### src/rtl/srl_chain_loader.sv
// Serial loader for a cascaded SRLC32E chain: shifts 32-bit words in MSB-first
// while capturing the displaced chain-end bits as the previous-contents word.
module srl_chain_loader #(
  parameter int unsigned NUM_SRL = 1
) (
  input  logic        CLK,
  input  logic        RST_N,
  input  logic        WR_VALID,
  output logic        WR_READY,
  input  logic [31:0] WR_DATA,
  output logic        RD_VALID,
  input  logic        RD_READY,
  output logic [31:0] RD_DATA,
  output logic        RD_LAST,
  output logic        SRL_CE,
  output logic        SRL_D,
  input  logic        SRL_Q31,
  output logic        BUSY
);

  localparam int unsigned WORD_W = 32;
  localparam int unsigned BIT_W  = 5;
  localparam int unsigned CNT_W  = (NUM_SRL > 1) ? $clog2(NUM_SRL) : 1;
  localparam logic [CNT_W-1:0] LAST_IDX = CNT_W'(NUM_SRL - 1);
  localparam logic [BIT_W-1:0] LAST_BIT = BIT_W'(WORD_W - 1);

  // S_INIT holds WR_READY low for the first cycle after reset release.
  typedef enum logic [1:0] {S_INIT, S_IDLE, S_SHIFT, S_RESP} state_e;

  state_e            state_q;
  logic [WORD_W-1:0] tx_q;
  logic [WORD_W-1:0] rx_q;
  logic [WORD_W-1:0] rx_d;
  logic [WORD_W-1:0] rd_data_q;
  logic [BIT_W-1:0]  bit_q;
  logic [CNT_W-1:0]  word_q;
  logic              ce_q;
  logic              d_q;
  logic              rd_valid_q;
  logic              rd_last_q;
  logic              busy_q;

  // Pre-edge Q31 is appended on every shift edge.
  assign rx_d = {rx_q[WORD_W-2:0], SRL_Q31};

  always_ff @(posedge CLK or negedge RST_N) begin
    if (!RST_N) begin
      state_q    <= S_INIT;
      tx_q       <= '0;
      rx_q       <= '0;
      rd_data_q  <= '0;
      bit_q      <= '0;
      word_q     <= '0;
      ce_q       <= 1'b0;
      d_q        <= 1'b0;
      rd_valid_q <= 1'b0;
      rd_last_q  <= 1'b0;
      busy_q     <= 1'b0;
    end else begin
      unique case (state_q)
        S_INIT: begin
          state_q <= S_IDLE;
        end
        S_IDLE: begin
          if (WR_VALID) begin
            tx_q    <= WR_DATA;
            d_q     <= WR_DATA[WORD_W-1];
            ce_q    <= 1'b1;
            bit_q   <= '0;
            busy_q  <= 1'b1;
            state_q <= S_SHIFT;
          end
        end
        S_SHIFT: begin
          rx_q <= rx_d;
          tx_q <= tx_q << 1;
          if (bit_q == LAST_BIT) begin
            ce_q       <= 1'b0;
            d_q        <= 1'b0;
            rd_valid_q <= 1'b1;
            rd_data_q  <= rx_d;
            rd_last_q  <= (word_q == LAST_IDX);
            state_q    <= S_RESP;
          end else begin
            d_q   <= tx_q[WORD_W-2];
            bit_q <= bit_q + BIT_W'(1);
          end
        end
        S_RESP: begin
          if (RD_READY) begin
            rd_valid_q <= 1'b0;
            rd_last_q  <= 1'b0;
            busy_q     <= 1'b0;
            word_q     <= (word_q == LAST_IDX) ? '0 : word_q + CNT_W'(1);
            state_q    <= S_IDLE;
          end
        end
        default: begin
          state_q <= S_IDLE;
        end
      endcase
    end
  end

  assign WR_READY = (state_q == S_IDLE);
  assign RD_VALID = rd_valid_q;
  assign RD_DATA  = rd_data_q;
  assign RD_LAST  = rd_last_q;
  assign SRL_CE   = ce_q;
  assign SRL_D    = d_q;
  assign BUSY     = busy_q;

endmodule

### config.mk
export PLATFORM = sky130hd
export DESIGN_NAME = srl_chain_loader
export DESIGN_NICKNAME = d
export VERILOG_FILES = /design/src/rtl/srl_chain_loader.sv
export SDC_FILE = /design/constraint.sdc
export NUM_CORES = 1
export LEC_CHECK = 0
export BUFFER_PORTS_ARGS = -buffer_cell sky130_fd_sc_hd__buf_2
export CELL_PAD_IN_SITES_DETAIL_PLACEMENT = 2
export CELL_PAD_IN_SITES_GLOBAL_PLACEMENT = 2
export CORE_ASPECT_RATIO = 0.9
export CORE_MARGIN = 4
export CORE_UTILIZATION = 39
export CTS_BUF_LIST = sky130_fd_sc_hd__clkbuf_4 sky130_fd_sc_hd__clkbuf_8
export CTS_CLUSTER_SIZE = 8
export DETAILED_ROUTE_END_ITERATION = 12
export PLACE_DENSITY_LB_ADDON = 0.1
export SYNTH_ARGS = -nofsm -noshare
export SYNTH_HDL_FRONTEND = slang
export SYNTH_SLANG_ARGS = --single-unit
### constraint.sdc
create_clock -name CLK -period 2.5 [get_ports CLK]
set_input_delay 0 -clock CLK [delete_from_list [all_inputs] [get_ports CLK]]
set_output_delay 0 -clock CLK [all_outputs]
set_load 0.02 [all_outputs]
# After elaboration in Yosys (flattened, before gate mapping)
# Index checks and enable logic that the tools add are counted.
# word_totals
regBits	107
latchBits	0
ram_bits	0
mem_bits_ro	0
input_bits	37
output_inout_bits	38
n_memories	0
# classes
addsub	2
mul	0
div_mod_pow	0
order_cmp	0
eq_ne	8
shift	0
n_mux	22
bitwise_logic	1
n_reduce_logical	12
# ops
cell	count
$pmux 31 s2	1
$mux 31	1
$reduce_and 3->1	5
$mux 5	2
$pmux 1 s2	5
$pmux 5 s2	1
$mux 1	8
$ne 2x2->1 const B	4
$pmux 2 s4	1
$mux 2	3
$reduce_and 2->1	3
$reduce_bool 2->1	3
$add 5x1->5 const B	1
$eq 5x5->1 const B	1
$eq 2x2->1 const B	2
$eq 2x1->1 const B	1
$logic_not 2->1	1
$add 1x1->1 const B	1
$not 1->1	1

# Longest topological paths before layout
# depth
depth_word	3
mapped_depth	7
ltp_nobuf	6

# Least setup slack after synthesis
# Ideal clock, no wire load.
# synth_timing
kind	register to register
start	register state_q[1]
end	register d_q (netlist: SRL_D)
t_arrival_ns	1.650
t_required_ns	2.376
slack_ns	0.726
stages_incl_launch_ff	7
path_cell_list	dfrtp_1 > inv_1 > ha_1 > mux2i_2 > buf_2 > nor3b_1 > a211o_1
# synth_via
elab_chain_len	3
word_cells_on_any_way	6
cone_classes	3 x eq/ne; 1 x mux; 2 x reduce/logical
# synth_rtl
item	line	source
from (decl)	30	state_e state_q;
from (signal assigned)	48	state_q <= S_INIT;
from (signal assigned)	62	state_q <= S_IDLE;
from (signal assigned)	71	state_q <= S_SHIFT;
$eq 2x1->1 (*)	--	
net WR_READY	9	output logic WR_READY,
$ne 2x2->1 (no source line) or $reduce_bool 2->1 (tied branches)	--	
$reduce_and 2->1 (no source line)	--	
to (signal assigned)	67	d_q <= WR_DATA[WORD_W-1];
to (signal assigned)	85	d_q <= tx_q[WORD_W-2];
to (decl)	38	logic d_q;
# Mark *: on every way through the listed nets, which the timed path passes. The rest lies on a longest branch.
# A chain may end at the register's enable or synchronous reset.

# Final worst setup path
# layout_timing
start	register bit_q[0]
end	register rd_data_q[16] (netlist: RD_DATA[16])
# layout_via
elab_chain_len	2
# layout_rtl
item	line	source
from (decl)	35	logic [BIT_W-1:0] bit_q;
from (signal assigned)	86	bit_q <= bit_q + BIT_W'(1);
$eq 5x5->1	77	if (bit_q == LAST_BIT) begin
$reduce_and 2->1 (no source line)	--	
to (signal assigned)	81	rd_data_q <= rx_d;
to (decl)	34	logic [WORD_W-1:0] rd_data_q;
# No other way between the ends.

==> impl_metrics.ini <==
[run_status]
status = finished clean

[floorplanning]
core-area_um2 = 10900
io_pins = 75
rows = 36
dieArea_um2 = 13000
dieWidth_um = 120
dieHeight_um = 109
start_util_pct = 40.2

[timing]
period_needed_ps = 2030
worst_slack_ps = 472
maxSlewHeadroom_pct = 58.3
slew_viol_final = 0
rsz0062_at_grt = no
max_slew.worst_pin.slew_ps = 626
clock_skew_ps = 12.4
setup_viol = 0
finalHoldViolCount = 0
fin_crit_sh_pct = 81.1
setup_tns_ps = 0
max_freq_ghz = 0.493

[finish]
nFillCells = 1119
layout.cells.non_filler = 599
drive_gt1_share_pct = 36.5
nNetsFinal = 485
insertedDiodeCount = 0
seqCellArea_um2 = 2630
multi_input_area_um2 = 1650
area.growth.synth_to_final_pct = 25.4

[synth]
yosys.area.top_type_share_pct = 60.0
synth_edf_count = 0
ys_warn_count = 0
synth_top_cell_by_area = dfrtp_1
synth_top_flop_cell = dfrtp_1
seq_area_frac_synth_pct = 60.0
syn_area_um2 = 4380
synth_async_sr_flop_share_pct = 100
syn_nets = 378
synth_area_leaders = dfrtp_1 60%, mux2_2 16%, mux2i_1 7.3%, o21ai_0 4.5%, nand2_1 3.3%
avgSynthCellArea_um2 = 13.1
synth-seq-cells = 105
syn-instance-count = 335
synth_cell_types = 29

[critical_path]
path_delay_family = adder cells
cpMostUsedCell = ha_1
crit_buf_inv = 1
cp.required_ps = 2750
arrival_ps = 2270
critPathCaptureType = flop
critical_path_class = flop to flop
crit_fanout = 32
path_cells = ha_1, and3_1, ha_1, nand2_1, buf_4, mux2_2
slowest_delay_ps = 430
cp-start-kind = flop
critical-path-slowest-cell = dfrtp_1

[clock_tree]
post_cts_buffers = 0
cts_buffers = 9
clk_path_buf_depth = 2
clk_latency_ps = 370
cts_resized = 0
cts-root-buf = clkbuf_8
htree_levels = 3
cts_tree = built
path_clk_slew_ps = 90
hold_buffers = 35
cts.sinks = 105

[placed_design]
port_buffers = 74
gp_congestion = 0.734
dp.cells = 548
dp_hpwl_um = 6280
pre_cts_slack_ps = 437

[pwr]
powerDensity_nw_per_um2 = 907
vdd_drop_max_v = 0.000459
p_leak_nw = 2.75

[global_route]
overflow = 0
antenna_found_initial = 0
grt_start_max_net_pins = 59
grt_pass1_vias = 3306
grt_pass1_wl_um = 16700
grt_use_total_pct = 16.1

[route]
dr.pass1.iters = 4
drt_iter0_markers = 129
drc = 0
routed-via-count = 2958
wire_per_inst_um = 16.4
ant_nets = 0
via_per_inst = 4.94
routed_wl_um = 9810

[min_path]
min_path_type = primary input to flop

[job]
drv_cap = 0
==> worst min-delay path, cell delays in order <==
cell and delay (ps):
buf_2 90, nor3b_1 170, a211o_1 120
==> worst paths after layout <==
check | cells past startpoint | startpoint | slack [ps] | endpoint
min | 3 | WR_DATA[31] | 40 | SRL_D$_DFFE_PN0P_
max reg2reg | 6 | bit_q[0]$_DFFE_PN0P_ | 470 | RD_DATA[16]$_DFFE_PN0P_
max | 6 | bit_q[0]$_DFFE_PN0P_ | 470 | RD_DATA[16]$_DFFE_PN0P_
min in group asynchronous | 2 | RST_N | 190 | RD_DATA[23]$_DFFE_PN0P_
max in group asynchronous | 3 | RST_N | 1570 | tx_q[17]$_DFFE_PN0P_
min reg2reg | 1 | SRL_D$_DFFE_PN0P_ | 490 | SRL_D$_DFFE_PN0P_
==> sequential cells by signal, indices dropped and copies added (netlist names) <==
name	count
RD_DATA	32
rx_q	31
tx_q	31
bit_q	5
state_q	2
BUSY	1
RD_LAST	1
SRL_CE	1
SRL_D	1
==> layout by cell type (no fill, tap or decap), types with 2 or more instances in the layout <==
cell,synthesis,layout
a2bb2oi_1,2,2
nand2b_1,4,4
clkbuf_8,0,10
dfrtp_1,105,105
inv_1,6,6
a21oi_1,2,2
mux2_2,63,63
dlygate4sd3_1,0,35
o21ai_0,39,39
mux2i_1,32,32
buf_4,2,6
a22o_1,2,2
nand2_1,39,39
nand3_1,2,2
buf_12,0,2
buf_2,14,73
clkbuf_4,1,2
ha_1,6,5
==> cell usage after synthesis, types with 3 or more instances <==
master and instances:
o21ai_0 39, buf_2 14, mux2i_1 32, nand2b_1 4, nand2_1 39, mux2_2 63, dfrtp_1 105, inv_1 6
clkbuf_1 3, ha_1 6
==> per-layer routing <==
metal	part of all wire, %	global-route usage, %	vias to the layer above
li1	-	-	1379
met1	44	20.3	1528
met2	52	28.2	45
met3	3.2	4.24	6
met4	0.89	3.43	0
met5	0	0	-
==> kinds of logic (layout without fill, tap and decap cells) <==
kind of cell    after synthesis  count (layout)  synth area share, %
fa+ha+maj                     6               6                 1.71
mux                          96              96                 23.8
flops                       105             105                 60.0
simple gates                 53              53                 5.37
compound gates               49              49                 6.25
buf+inv                      26             138                 2.88
==> metrics by stage <==
step           area, um^2  hold slack, ps  total power [W]  utilization (%)
3_3_place_gp         4940            59.0          0.00378             45.3
2_1_floorplan        4380            -296          0.00340                -
5_1_grt              5490            52.3          0.00537             50.4
4_1_cts              5490            11.7          0.00504             50.4
6_report             5490            40.6          0.00499             50.4
3_5_place_dp         4940            58.8          0.00389             45.3
==> power by group <==
part | internal (W) | total, W | switching (W)
Sequential | 0.00210 | 0.00236 | 0.000257
Combinational | 0.000700 | 0.00155 | 0.000848
Clock | 0.000516 | 0.00108 | 0.000565
Total | 0.00332 | 0.00499 | 0.00167
==> area by class of cell <==
type                    count  area share, %
clock buffers              12           2.78
clock inverters             4          0.934
inverters                   6          0.410
multi-input cells         204           30.0
flip-flops and latches    105           47.8
well taps                 152           3.46
repair buffers            116           14.6
(Power assumes the default switching activity.)
